$ cat src/rtl/osc_sel_pkg.sv
// Shared definitions for the break-before-make oscillator select decoder:
// FSM state encoding and select-line polarity helpers.
package osc_sel_pkg;

    // Controller states
    localparam logic [1:0] ST_OFF   = 2'd0;
    localparam logic [1:0] ST_ON    = 2'd1;
    localparam logic [1:0] ST_BREAK = 2'd2;

    // Physical level of a select line given its logical activity and polarity
    function automatic logic line_level(input logic active, input bit active_low);
        return active ^ active_low;
    endfunction

    // Physical level of a released (inactive) select line
    function automatic logic idle_level(input bit active_low);
        return active_low;
    endfunction

endpackage

$ cat src/rtl/osc_onehot_dec.sv
// Combinational one-hot decoder: SEL_W-bit code to 2**SEL_W select lines,
// all lines forced inactive when i_en is low. Polarity set by ACTIVE_LOW.
module osc_onehot_dec
    import osc_sel_pkg::*;
#(
    parameter int SEL_W      = 3,
    parameter bit ACTIVE_LOW = 1'b1
) (
    input  logic [SEL_W-1:0]      i_code,
    input  logic                  i_en,
    output logic [2**SEL_W-1:0]   o_lines
);

    genvar gi;
    generate
        for (gi = 0; gi < 2**SEL_W; gi++) begin : g_line
            assign o_lines[gi] = line_level(i_en && (i_code == SEL_W'(gi)), ACTIVE_LOW);
        end
    endgenerate

endmodule

$ cat src/rtl/osc_sel_decoder_bbm.sv
// Registered N-to-2**N select decoder with break-before-make dead time and
// an optional auto-scan mode that steps through every code in turn.
module osc_sel_decoder_bbm
    import osc_sel_pkg::*;
#(
    parameter int SEL_W      = 3,
    parameter int DEAD_CYC   = 2,
    parameter int SCAN_DIV   = 4,
    parameter bit ACTIVE_LOW = 1'b1
) (
    input  logic                  clk,
    input  logic                  rst,
    input  logic                  en,
    input  logic [SEL_W-1:0]      sel,
    input  logic                  scan_en,
    output logic [2**SEL_W-1:0]   y,
    output logic [SEL_W-1:0]      cur_sel,
    output logic                  busy
);

    localparam int N_OUT = 2**SEL_W;
    localparam int CNT_W = (DEAD_CYC > 1) ? $clog2(DEAD_CYC) : 1;
    localparam int DIV_W = (SCAN_DIV > 1) ? $clog2(SCAN_DIV) : 1;
    localparam logic [CNT_W-1:0] CNT_LOAD = CNT_W'(DEAD_CYC - 1);
    localparam logic [DIV_W-1:0] DIV_LAST = DIV_W'(SCAN_DIV - 1);
    localparam logic IDLE = idle_level(ACTIVE_LOW);

    logic [1:0]        r_state;
    logic [SEL_W-1:0]  r_cur_sel;
    logic [SEL_W-1:0]  r_pend;
    logic [CNT_W-1:0]  r_cnt;
    logic [DIV_W-1:0]  r_div;
    logic [SEL_W-1:0]  r_scan_tgt;
    logic              r_scan_en_d;
    logic [N_OUT-1:0]  r_y;
    logic              r_busy;

    logic [1:0]        w_state_next;
    logic [SEL_W-1:0]  w_cur_sel_next;
    logic [SEL_W-1:0]  w_pend_next;
    logic [CNT_W-1:0]  w_cnt_next;
    logic [SEL_W-1:0]  w_target;
    logic [SEL_W-1:0]  w_scan_step;
    logic [N_OUT-1:0]  w_lines;
    logic              w_scan_rise;
    logic              w_scan_count;
    logic              w_scan_term;

    // Entering scan mode holds the current code; the dwell divider only runs
    // while a line is driven and scan mode was already active last cycle.
    assign w_scan_rise  = scan_en & ~r_scan_en_d;
    assign w_scan_count = (r_state == ST_ON) & scan_en & r_scan_en_d;
    assign w_scan_term  = w_scan_count & (r_div == DIV_LAST);
    assign w_scan_step  = r_cur_sel + 1'b1;

    // Requested code: the terminal dwell cycle requests the next code directly
    // so the ON dwell is exactly SCAN_DIV cycles.
    always_comb begin
        w_target = r_scan_tgt;
        if (!scan_en)
            w_target = sel;
        else if (w_scan_rise)
            w_target = r_cur_sel;
        else if (w_scan_term)
            w_target = w_scan_step;
    end

    // Next-state logic: disable beats dead-time completion beats code change
    always_comb begin
        w_state_next   = r_state;
        w_cur_sel_next = r_cur_sel;
        w_pend_next    = r_pend;
        w_cnt_next     = r_cnt;
        case (r_state)
            ST_OFF: begin
                if (en) begin
                    w_cur_sel_next = w_target;
                    w_state_next   = ST_ON;
                end
            end
            ST_ON: begin
                if (!en) begin
                    w_state_next = ST_OFF;
                end else if (w_target != r_cur_sel) begin
                    w_state_next = ST_BREAK;
                    w_cnt_next   = CNT_LOAD;
                    w_pend_next  = w_target;
                end
            end
            ST_BREAK: begin
                if (!en) begin
                    w_state_next = ST_OFF;
                end else begin
                    w_pend_next = w_target;
                    if (r_cnt == '0) begin
                        w_cur_sel_next = r_pend;
                        w_state_next   = ST_ON;
                    end else begin
                        w_cnt_next = r_cnt - 1'b1;
                    end
                end
            end
            default: w_state_next = ST_OFF;
        endcase
    end

    // Decode from next-state values so y is a pure flop output
    osc_onehot_dec #(
        .SEL_W      (SEL_W),
        .ACTIVE_LOW (ACTIVE_LOW)
    ) u_dec (
        .i_code  (w_cur_sel_next),
        .i_en    (w_state_next == ST_ON),
        .o_lines (w_lines)
    );

    // FSM, dead-time counter and select-line registers
    always_ff @(posedge clk or posedge rst) begin
        if (rst) begin
            r_state   <= ST_OFF;
            r_cur_sel <= '0;
            r_pend    <= '0;
            r_cnt     <= '0;
            r_y       <= {N_OUT{IDLE}};
            r_busy    <= 1'b0;
        end else begin
            r_state   <= w_state_next;
            r_cur_sel <= w_cur_sel_next;
            r_pend    <= w_pend_next;
            r_cnt     <= w_cnt_next;
            r_y       <= w_lines;
            r_busy    <= (w_state_next == ST_BREAK);
        end
    end

    // Scan dwell divider and scan target tracking
    always_ff @(posedge clk or posedge rst) begin
        if (rst) begin
            r_div       <= '0;
            r_scan_tgt  <= '0;
            r_scan_en_d <= 1'b0;
        end else begin
            r_scan_en_d <= scan_en;
            if (w_scan_rise)
                r_scan_tgt <= r_cur_sel;
            else if (w_scan_term)
                r_scan_tgt <= w_scan_step;
            if (w_scan_count && !w_scan_term)
                r_div <= r_div + 1'b1;
            else
                r_div <= '0;
        end
    end

    assign y       = r_y;
    assign cur_sel = r_cur_sel;
    assign busy    = r_busy;

endmodule
$ cat config.mk
export PLATFORM = sky130hd
export DESIGN_NAME = osc_sel_decoder_bbm
export DESIGN_NICKNAME = d
export VERILOG_FILES = /design/src/rtl/osc_sel_pkg.sv /design/src/rtl/osc_onehot_dec.sv /design/src/rtl/osc_sel_decoder_bbm.sv
export SDC_FILE = /design/constraint.sdc
export NUM_CORES = 1
export LEC_CHECK = 0
export BUFFER_PORTS_ARGS = -buffer_cell sky130_fd_sc_hd__buf_2
export CAP_MARGIN = 20
export CELL_PAD_IN_SITES_DETAIL_PLACEMENT = 1
export CELL_PAD_IN_SITES_GLOBAL_PLACEMENT = 2
export CORE_MARGIN = 4
export CORE_UTILIZATION = 40
export CTS_BUF_LIST = sky130_fd_sc_hd__clkbuf_4 sky130_fd_sc_hd__clkbuf_8
export CTS_CLUSTER_DIAMETER = 30
export DETAILED_ROUTE_END_ITERATION = 10
export PLACE_DENSITY = 0.84
export SKIP_CTS_REPAIR_TIMING = 1
export SYNTH_ARGS = -nofsm -noshare
export SYNTH_HDL_FRONTEND = slang
export SYNTH_SLANG_ARGS = --single-unit
$ cat constraint.sdc
create_clock -name clk -period 5.9 [get_ports clk]
set_input_delay 0.885 -clock clk [delete_from_list [all_inputs] [get_ports clk]]
set_output_delay 0.885 -clock clk [all_outputs]
set_load 0.1 [all_outputs]
* Word-level counts from Yosys, hierarchy flattened
Index checks and enable logic that the tools add are counted.
Operators by class: $add $sub $neg 3, equality and inequality tests 16, muxes and demuxes 23, bitwise operators 13, reduce and logical (&&, ||, !) cells 14
Operator list (count):
- $mux W3 | 9
- $eq A3 B3 Y1 const B | 4
- $mux W2 | 6
- $pmux W3 S2 | 2
- $logic_and A1 B1 Y1 | 9
- $not A1 Y1 | 9
- $eq A2 B2 Y1 const B | 3
- $eq A3 B2 Y1 const B | 2
- $pmux W2 S3 | 1
- $and A1 B1 Y1 | 4
- $eq A2 B1 Y1 const B | 2
- $mux W1 | 4
- $ne A2 B2 Y1 const B | 2
- $reduce_and A4 Y1 | 1
- $add A3 B1 Y3 const B | 1
- $eq A3 B1 Y1 const B | 1
- $logic_not A3 Y1 | 1
- $ne A3 B3 Y1 | 1
- $add A2 B1 Y2 const B | 1
- $logic_not A2 Y1 | 1
- $ne A2 B1 Y1 const B | 1
- $pmux W1 S2 | 1
- $reduce_bool A2 Y1 | 1
- $logic_not A1 Y1 | 1
- $sub A1 B1 Y1 const B | 1
Word-level totals: bits in registers 24, input bits 7, output and inout port bits 12, logic and storage cells 78

* Depth between registers and ports, before layout
Gate-level depths: netlist (run 1).
depth after elaboration 14, depth in mapped cells 8

* Modules after synthesis
A second synthesis (run 1) with hierarchy kept.
Unflattened totals: cells, all modules 157, area total of the unflattened synthesis 1457.6 µm²
By module, submodules not included:
- osc_sel_decoder_bbm | times used 1, cells each 149, area an instance 1381.3 µm², sequential area each 610.6 µm²
- osc_onehot_dec | times used 1, cells each 8, area an instance 76.3 µm², sequential area each 0.0 µm²

* Worst setup path before layout (run 1)
Ideal clock, no wire load.
kind register -> register, from reg r_cur_sel[1] (netlist: cur_sel[1]), to reg r_pend[2], library setup time 0.126 ns, arrival time 2.504 ns, path slack 3.270 ns, cell stages (with the launch flop) 8, clock period less this slack 2.630 ns, cell sequence dfrtp_1 -> ha_1 -> and4b_2 -> a211o_1 -> a21oi_1 -> o2bb2ai_2 -> nor4b_4 -> a221o_1
On the way: cells in the longest elaborated chain, start to end 7, elaborated cells on any way between the ends 11, those cells by class 1 x add/sub; 2 x eq/ne; 7 x mux; 1 x reduce/logical
Ends and longest elaborated chain:
- from (decl) | line osc_sel_decoder_bbm.sv:29 | logic [SEL_W-1:0] r_cur_sel;
- from (signal assigned) | line osc_sel_decoder_bbm.sv:128 | r_cur_sel <= w_cur_sel_next;
- $add A3 B1 Y3 | line osc_sel_decoder_bbm.sv:54 | assign w_scan_step = r_cur_sel + 1'b1;
- $mux W3 | line osc_sel_decoder_bbm.sv:64 | else if (w_scan_term)
- $mux W3 | line osc_sel_decoder_bbm.sv:62 | else if (w_scan_rise)
- $mux W3 | line osc_sel_decoder_bbm.sv:60 | if (!scan_en)
- $ne A3 B3 Y1 / $mux W3 (equally long branches) | line osc_sel_decoder_bbm.sv:84 | end else if (w_target != r_cur_sel) begin
- $ne A2 B1 Y1 (no source line) / $mux W3 (equally long branches)
- $reduce_and A4 Y1 (no source line) / $pmux W3 S2 (equally long branches)
- to (signal assigned) | line osc_sel_decoder_bbm.sv:129 | r_pend <= w_pend_next;
- to (decl) | line osc_sel_decoder_bbm.sv:30 | logic [SEL_W-1:0] r_pend;
Several ways; a longest one is shown, not always the timed one. The select of a mux whose other input is x is not followed. A chain may end at the register's enable or synchronous reset.

* Worst setup path in the final report (run 1)
Ends and elaborated chain as after synthesis.

==> metrics.md, run 1 <==
| Metric | Value |
|---|---|
| Syn Inst Count | between 100 and 150 |
| R2R depth | 7 |
| NumNets Final | between 150 and 200 |
| Post-Synthesis Cell Area | 1450 µm² |
| Main synth FF type | dfrtp_1 |
| Setup Viol. Count Final | 0 |
| Row count | 21 |
| Cell Area, Placed | about 1600 µm² |
| Status | finished, final reports clean |
| # placed instances | between 200 and 250 |
| Number of synthesized flops with an enable pin | 0 |
| Worst Hold Margin | 0.456 ns |
| Synth warn | 0 |
| CP Data Required Time | slightly above 6 ns |
| Max Clk Rate | approximately 0.4 GHz |
| Register bit total from synthesis | 24 |
| Critical path class | reg2reg |
| Worst-Margin Slew | slightly above 0.9 ns |
| Design area | between 1500 and 2000 µm² |
| Max cap viols | 0 |
| Period utilization | 41.2% |
| Syn avg cell area | 9.82 µm² |
| PD cells | approximately 560 nW/µm² |
| Top area cells in the synthesized netlist | dfrtp_1 (28%), dfstp_2 (14%), nand3_1 (4.1%), a21oi_1 (3.4%), nand2b_1 (2.2%) |
| # port buffers | 18 |
| Vias per inst | 5.72 |
| Final RePlAce weighted congestion | just over 0.8 |
| Worst slew margin | a little under two fifths |
| Tightest Hold Check Type | reg2reg |
| Hold Path Stages | 1 |
| Drt wl/cell | 18.1 µm |
| Largest net degree at the start of global routing | 25 |
| Drt pass-1 iters | 4 |
| Vias in the first global route | between 1000 and 1500 |
| Crit path arrival time | ~2.6 ns |
| Worst Path Max Fanout | 10 |
| Peak supply drop | about 0.27 mV |
| Initial Util | a little over two fifths |
| Clock Tree Root | clkbuf_4 |
| Worst skew pair latency | approximately 0.32 ns |
| Final hold violations | 0 |
| GRT Total Usage | 18.4% |
| Total power | roughly 910 µW |
| Final Critical Period | 2.43 ns |
| DRC | 0 |
| Via count | approximately 1200 |
| Area Overhead vs Synth | 11.0% |
| CTS Buffer Depth | 2 |
| Startpoint types | register |
| Routed wire length | approximately 3700 µm |
| # diodes | 0 |
| Core box area | 3420 µm² |
| Pleak | ~0.66 nW |
| CTS tree | yes |
| Clock skew | 0.00793 ns |
| TritonCTS buffer count | 3 |
| Yosys cell types | between 40 and 50 |
| Area leader, netlist | dfrtp_1 |
| Ys async rst share | between 90% and 100% |
| DIE AREA | 4660 µm² |
| Ports | 19 |
| Layout cells sized above 1 | 29.2% |
| Clk slew on worst S/H paths | 0.14 ns |
| Die Ht | ~70 µm |
| CTS sink cnt | 24 |
| Htree depth | 1 |
| Post-DRT Antenna Nets | 0 |
| Grt total ovfl | 0 |
| Final non-filler cell total | slightly above 200 |
| Reg2Reg Setup Slack | 3.47 ns |
| Most frequent cells in the layout | buf_2 (18), dfrtp_1 (16), nand3_1 (12) |
| Max-slew violations | 0 |
| Share of the synthesized area in the top cell type | 27.6% |
| Initial antenna violation count | 0 |
| Chip width | 68.3 µm |
| Commonest non-fill, non-tap cell in the layout | buf_2 |
| RSZ-0062 raised after global routing | no |
| Hpwl dp | roughly 2800 µm |
| Starting DRT DRC Count | 66 |
| CP endpoint kind | register |
| Syn nets | around 160 |
| Seq/Total Area, Yosys | 42.0% |
| Setup TNS | 0 ns |
| First-pass GRT wire length | roughly 6400 µm |
## cell type report
type                            instances  area (µm²)
Clock inverter                          1        30.0
Fill cell                             406        1800
Inverter                               10        37.5
Clock buffer                            3        22.5
Tap cell                               46        57.6
Multi-Input combinational cell        105         764
Timing Repair Buffer                   18        90.1
Sequential cell                        24         611
## per-stage QoR
stage	util (%)	setup slack (ns)
floorplan	-	3.27
global placement	45.7	3.40
detailed placement	45.7	3.37
CTS	47.2	3.47
global route	47.2	3.32
finish	47.2	3.47
## worst max-delay path, stage by stage (launching register included)
cell	delay (ns)
dfrtp_1	0.59
ha_1	0.31
and4b_2	0.28
a22oi_2	0.22
a21oi_1	0.11
o2bb2ai_2	0.33
o221ai_2	0.16
a221o_1	0.32
## sequential cells by signal, indices dropped and copies added, names as in the netlist
register,cells
y,8
cur_sel,3
r_pend,3
r_scan_tgt,3
r_div,2
r_state,2
busy,1
r_cnt,1
r_scan_en_d,1
## report_power, final
group | switching, mW | leakage, nW | internal [mW] | total (mW)
sequential | 0.0784 | 0.276 | 0.220 | 0.298
combinational | 0.346 | 0.358 | 0.145 | 0.492
clock | 0.0497 | 0.0279 | 0.0687 | 0.118
total | 0.474 | 0.663 | 0.433 | 0.908
## cell usage after synthesis, types with 2 or more instances
library cell   n
or2_2          2
a221o_1        2
a21o_1         2
clkbuf_1       4
nand2b_1       5
o22ai_1        3
a211oi_2       2
nand3_1       12
nor2_1         8
nor2b_1        3
and2_1         2
xor2_1         2
mux2i_1        2
o21a_1         3
xnor2_1        3
o21ai_0        5
dfstp_2        8
a22oi_1        2
inv_2          2
a21oi_1       10
nand2_1        7
nand4_1        2
nor4_1         2
ha_1           2
a31oi_1        3
dfrtp_1       16
buf_2          5
inv_1          8
## kinds of logic after synthesis
| logic type | after synthesis | synth area share, % |
|---|---|---|
| compound gates | 43 | 23.2 |
| xor+xnor | 5 | 3.02 |
| fa+ha+maj | 2 | 1.72 |
| buf+inv | 19 | 5.34 |
| flops | 24 | 42.0 |
| mux | 2 | 1.38 |
| simple gates | 53 | 23.3 |
## metal layers
| layer | vias to the layer above | track usage, % | part of all wire (%) |
|---|---|---|---|
| li1 | 562 | - | - |
| met1 | 609 | 25.6 | 45 |
| met2 | 11 | 28.6 | 51 |
| met3 | 2 | 4.60 | 3.1 |
| met4 | 0 | 4.47 | 0.40 |
| met5 | - | 0 | 0 |
## final timing paths
| path | startpoint | end |
|---|---|---|
| min reg2reg | r_div[0] | r_div[0] |
| min in group asynchronous | rst | r_div[1] |
| max in group asynchronous | rst | cur_sel[1] |
| min | r_div[0] | r_div[0] |
| max | cur_sel[1] | r_pend[2] |
| max reg2reg | cur_sel[1] | r_pend[2] |
Note: power is estimated with default switching activity, not from simulation.
==> run 2, diff against run 1 <==
- CORE_UTILIZATION: 40 -> 34
- PLACE_DENSITY: 0.84 -> 0.76
- clock period: 5.9 -> 2.03 ns (I/O delays scaled with it)
==> run 2 against run 1 <==
Against the previous run:
- the flow now finishes with violations (setup timing)
- cell count grew 16%
- worst hold slack lost 0.36 ns
- worst setup slack lost 3.6 ns
- via count grew 11%
- highest routed layer unchanged
- critical path type unchanged
- register-to-register slack lost 3.6 ns
- largest cell class unchanged
- sequential share of layout area shrank 7.0 points
- sequential cell count is the same
- first-iteration DRC count shrank 44%
- wire length grew 18%
- largest power group unchanged
==> metrics.md, run 2 (same netlist as run 1, synthesis figures left out) <==
| Metric | Value |
|---|---|
| Status | finished with violations |
| Failing checks | setup timing |
| NumNets Final | 200 (+17%) |
| CTS tree | yes |
| Drt wl/cell | 18.4 µm (+1.7%) |
| Post-DRT Antenna Nets | 0 (unchanged) |
| CP bufs+invs | 0 (unchanged) |
| R2R Path End | y[7] |
| Hpwl dp | 3320 µm (+21%) |
| Worst skew pair latency | 0.26 ns (-0.06 ns) |
| Pre-CTS WS | -0.174 ns (-3.55 ns) |
| Max-slew violations | 0 (unchanged) |
| Max Clk Rate | 0.467 GHz (+13%) |
| Final non-filler cell total | 240 (+16%) |
| Area Overhead vs Synth | 38.2% |
| R2R depth | 7 (unchanged) |
| PD cells | 1560 nW/µm² (+180%) |
| DIE AREA | 5380 µm² (+16%) |
| # placed instances | 231 (+14%) |
| Grt total ovfl | 0 (unchanged) |
| Setup TNS | -1.08 ns (-1.08 ns) |
| Final hold violations | 0 (unchanged) |
| RSZ-0062 raised after global routing | yes |
| Vias per inst | 5.46 (-4.5%) |
| GRT Total Usage | 17.2% (-1.2 points) |
| Initial Util | 35.8% (-6.7 points) |
| Setup Viol. Count Final | 12 (+12) |
| Initial antenna violation count | 0 (unchanged) |
| Via count | 1311 (+11%) |
| Most frequent cells in the layout | buf_4 (28), buf_2 (18), dfrtp_1 (13) |
| TritonCTS buffer count | 3 (unchanged) |
| Drt pass-1 iters | 4 (unchanged) |
| Critical path class | reg2reg |
| Pleak | 0.825 nW (+25%) |
| Max reg flops | 8 (unchanged) |
| Ports | 19 (unchanged) |
| Clock skew | 0.00253 ns (-0.00540 ns) |
| Crit path cell chain | ha_4, and4b_2, a211o_1, a211oi_2, a211oi_4, nor3b_4, nand3_1 |
| Setup ws final | -0.111 ns (-3.58 ns) |
| Reg2reg start | cur_sel[0] |
| CTS Buffer Depth | 2 (unchanged) |
| Tightest Hold Check Type | in2async |
| CTS sink cnt | 24 (unchanged) |
| Crit path arrival time | 2.33 ns (-0.31 ns) |
| # diodes | 0 (unchanged) |
| Core box area | 4060 µm² (+19%) |
| CP max stage delay | 0.50 ns (-0.09 ns) |
| First-pass GRT wire length | 7080 µm (+11%) |
| Chip width | 73.4 µm (+7.5%) |
| Commonest non-fill, non-tap cell in the layout | buf_4 |
| Vias in the first global route | 1391 (+12%) |
| Max cap viols | 0 (unchanged) |
| Final Critical Period | 2.14 ns (-0.287 ns) |
| Htree depth | 1 (unchanged) |
| CP Data Required Time | 2.21 ns (-3.90 ns) |
| Final RePlAce weighted congestion | 0.771 (-6.4%) |
| Clk slew on worst S/H paths | 0.09 ns (-0.05 ns) |
| Row count | 23 (+9.5%) |
| CP endpoint kind | register |
| Largest net degree at the start of global routing | 17 (-32%) |
| Startpoint types | register |
| DRC | 0 (unchanged) |
| Clock Tree Root | clkbuf_8 |
| Reg2Reg Setup Slack | -0.11 ns (-3.58 ns) |
| Layout cells sized above 1 | 48.9% (+20 points) |
| Worst-Margin Slew | 0.604 ns (-0.326 ns) |
| Total power | 3.13 mW (+240%) |
| Starting DRT DRC Count | 37 (-44%) |
| Worst slew margin | 59.7% (+22 points) |
| # port buffers | 18 (unchanged) |
| Routed wire length | 4410 µm (+18%) |
| Die Ht | 73.4 µm (+7.5%) |
| Worst Path Max Fanout | 4 (-6) |
| Peak supply drop | 0.799 mV (+190%) |
| Period utilization | 105% (+64 points) |
| Worst path slowest cell | dfrtp_4 |
| Delay-heaviest family, CP | simple AND/OR/NAND/NOR gates |
run 2: cell types whose count changed in the layout (fill, tap and decap cells not counted), sizes merged:
cell | previous run | this run
buf | 18 | 47
run 2: report_power, final:
part | leakage [nW] | internal, mW | switching (mW)
Combinational | 0.516 | 0.672 | 1.23
Sequential | 0.274 | 0.655 | 0.151
Clock | 0.0357 | 0.263 | 0.158
Total | 0.825 | 1.59 | 1.54
run 2: worst max-delay path by stage:
stage	depth (start not counted)	from	slack, ns	to
4_1_cts	8	r_div[0]	-0.18	r_pend[2]
3_5_place_dp	8	r_div[0]	-0.17	r_pend[2]
5_1_grt	7	cur_sel[0]	-0.23	y[5]
2_1_floorplan	7	cur_sel[1]	-0.16	y[2]
6_report	7	cur_sel[0]	-0.11	y[7]
3_3_place_gp	7	r_div[0]	-0.08	y[1]
run 2: metrics by stage:
step	hold slack, ns	util (%)	instance area [µm²]
floorplan	0.313	-	1490
global placement	0.390	43.9	1780
detailed placement	0.404	43.9	1780
CTS	0.110	45.7	1850
global route	0.137	49.5	2010
finish	0.0932	49.5	2010
run 2: per-layer routing:
layer	routed length, µm	vias to the layer above	track usage (%)
li1	-	623	-
met4	70	0	4.63
met3	56	6	2.05
met1	1950	671	22.8
met5	0	-	0
met2	2340	11	29.6
run 2: layout make-up:
type                            count  area [µm²]
Fill cell                         463        2050
Multi-Input combinational cell    105         897
Sequential cell                    24         619
Timing Repair Buffer               47         320
Tap cell                           50        62.6
Clock buffer                        3        41.3
Inverter                           10        37.5
Clock inverter                      1        30.0
run 2: worst reg2reg max path: cells and delay by family, from the launching register on:
kind                     cells  cell delay [ns]
AO/OA/AOI/OAI                3             0.65
flip-flops                   1             0.50
adder cells (fa/ha/maj)      1             0.23
AND/OR/NAND/NOR              3             0.67
==> run 3, diff against run 2 <==
- BUFFER_PORTS_ARGS: -buffer_cell sky130_fd_sc_hd__buf_2 -> not set
- CORE_UTILIZATION: 34 -> 35
- CTS_BUF_LIST: sky130_fd_sc_hd__clkbuf_4 sky130_fd_sc_hd__clkbuf_8 -> not set
- DONT_BUFFER_PORTS: not set -> 1
- PLACE_DENSITY: 0.76 -> 0.71
==> run 3 against run 2 <==
Against the previous run:
- the flow still finishes with violations (setup timing)
- sequential share of layout area is 1.9 points higher
- design area is 5.8% lower
- via count is 6.9% lower
- worst setup slack worse by 0.064 ns
- power is 1.3% lower
- sequential power is 34% higher
- clock power is 2% higher
- cell count is 7.5% lower
- combinational power is 17% lower
- register-to-register slack worse by 0.06 ns
- sequential cell count stayed put
- global-route usage is 0.12 points lower
- critical endpoint is now y[0]
- largest power group unchanged
==> metrics.md, run 3 (same netlist as run 1, synthesis figures left out) <==
| Metric | Value |
|---|---|
| PD cells | 1630 nW/µm² (+4.7%) |
| Hpwl dp | 3140 µm (-5.4%) |
| CTS tree | yes |
| Peak supply drop | 0.866 mV (+8.4%) |
| Ports | 19 (unchanged) |
| Clock skew | 0.00179 ns (-0.000744 ns) |
| Routed wire length | 4230 µm (-4.2%) |
| Tightest Hold Check Type | in2reg |
| Clock share of power | 13.9% (+0.4 points) |
| Sw Ratio | 49.3% (+0.15 points) |
| Worst-Margin Slew | 0.496 ns (-0.107 ns) |
| DIE AREA | 5250 µm² (-2.5%) |
| Period utilization | 109% (+3.2 points) |
| Vias per inst | 5.50 (+0.69%) |
| Worst slew margin | 67.0% (+7.3 points) |
| Startpoint types | register |
| CTS Buffer Depth | 2 (unchanged) |
| Chip width | 72.4 µm (-1.3%) |
| Setup Viol. Count Final | 12 (unchanged) |
| Max cap viols | 0 (unchanged) |
| Worst Hold Margin | 0.0517 ns (-0.0416 ns) |
| Critical path class | reg2reg |
| Reg power frac | 35.0% (+9.2 points) |
| Total power | 3.09 mW (-1.3%) |
| Starting DRT DRC Count | 59 (+59%) |
| Final RePlAce weighted congestion | 0.781 (+1.3%) |
| Clock Tree Root | clkbuf_8 |
| Area Overhead vs Synth | 30.2% |
| Worst skew pair latency | 0.27 ns (about the same) |
| Logic pwr share | 51.1% (-9.7 points) |
| Post-DRT Antenna Nets | 0 (unchanged) |
| Grt total ovfl | 0 (unchanged) |
| Max reg flops | 8 (unchanged) |
| Via count | 1221 (-6.9%) |
| TritonCTS buffer count | 3 (unchanged) |
| DRC | 0 (unchanged) |
| Pint | 1.57 mW (-1.6%) |
| Pleak | 0.761 nW (-7.8%) |
| NumNets Final | 182 (-9.0%) |
| Drt wl/cell | 19.0 µm (+3.6%) |
| Hold Path Stages | 0 |
| Clk slew on worst S/H paths | 0.09 ns (about the same) |
| Final hold violations | 0 (unchanged) |
| First-pass GRT wire length | 6870 µm (-3.0%) |
| Final Critical Period | 2.21 ns (+0.0645 ns) |
| Layout cells sized above 1 | 41.9% (-7.1 points) |
| CP endpoint kind | register |
| Failing checks | setup timing |
| # diodes | 0 (unchanged) |
| Row count | 23 (unchanged) |
| Crit path arrival time | 2.40 ns (+0.07 ns) |
| Initial antenna violation count | 0 (unchanged) |
| Die Ht | 72.4 µm (-1.3%) |
| Largest net degree at the start of global routing | 16 (-1) |
| Most frequent cells in the layout | buf_4 (28), dfrtp_1 (13), nand3_1 (10) |
| R2R depth | 8 (+1) |
| Status | finished with violations |
| CP Data Required Time | 2.22 ns (about the same) |
| RSZ-0062 raised after global routing | yes |
| # placed instances | 215 (-6.9%) |
| Switching power | 1.52 mW (-1.0%) |
| Max-slew violations | 0 (unchanged) |
| Commonest non-fill, non-tap cell in the layout | buf_4 |
| Max Clk Rate | 0.453 GHz (-2.9%) |
| Final non-filler cell total | 222 (-7.5%) |
| Worst Path Max Fanout | 4 (unchanged) |
| Htree depth | 1 (unchanged) |
| Drt pass-1 iters | 4 (unchanged) |
| CTS sink cnt | 24 (unchanged) |
| Core box area | 4000 µm² (-1.4%) |
| # port buffers | 0 (-18) |
| GRT Total Usage | 17.1% (-0.12 points) |
| Setup ws final | -0.176 ns (-0.0645 ns) |
| Initial Util | 36.3% (+0.52 points) |
| Vias in the first global route | 1297 (-6.8%) |
## run 3: cell types whose count changed in the layout (fill, tap and decap cells not counted), sizes merged
cell,change
buf,-19
dlygate4sd3,+1
## run 3: routing by layer
| layer | global-route usage [%] | wire length [µm] |
|---|---|---|
| met3 | 2.77 | 120 |
| met1 | 23.4 | 1920 |
| met4 | 5.53 | 60 |
| met5 | 0 | 0 |
| met2 | 27.5 | 2130 |
## run 3: critical path: stages, from the launching register on
cell and delay, ns:
dfrtp_1 0.40, ha_2 0.23, buf_4 0.14, and4b_2 0.24, a211o_1 0.30, a211oi_4 0.29, a211oi_4 0.11, nor3_4 0.30
nand3_1 0.12
## run 3: area by class of cell
class                   instances  area (µm²)
inverters                      10        37.5
fillers                       453        2110
well taps                      50        62.6
repair buffers                 29         220
clock buffers                   3        41.3
flip-flops and latches         24         619
clock inverters                 1        30.0
multi-input cells             105         881
## run 3: power by group through the flow
| stage | Combinational, mW | Clock (mW) | Sequential (mW) |
|---|---|---|---|
| 2_1_floorplan | 0.823 | 0 | 1.27 |
| 3_3_place_gp | 1.43 | 0 | 1.07 |
| 3_5_place_dp | 1.47 | 0 | 1.08 |
| 4_1_cts | 1.47 | 0.444 | 1.07 |
| 5_1_grt | 1.71 | 0.465 | 1.10 |
| 6_report | 1.58 | 0.430 | 1.08 |
## run 3: path summary, 6_finish.rpt
kind | to | slack [ns] | start
worst max-delay path | y[0] | -0.18 | r_div[0]
worst min-delay path | r_scan_en_d | 0.05 | scan_en
worst max register to register | y[0] | -0.18 | r_div[0]
worst min register to register | r_div[0] | 0.55 | r_div[0]
max in group asynchronous | r_div[0] | 0.99 | rst
min in group asynchronous | cur_sel[1] | 0.47 | rst
## run 3: per-stage QoR
step	util, %	setup TNS (ns)	worst slack (ns)	area, µm²
finish	47.3	-1.37	-0.176	1890
global route	47.3	-2.60	-0.288	1890
CTS	44.5	-1.52	-0.193	1780
detailed placement	42.7	-1.27	-0.168	1710
global placement	42.7	-1.05	-0.139	1710
floorplan	-	-1.32	-0.162	1490
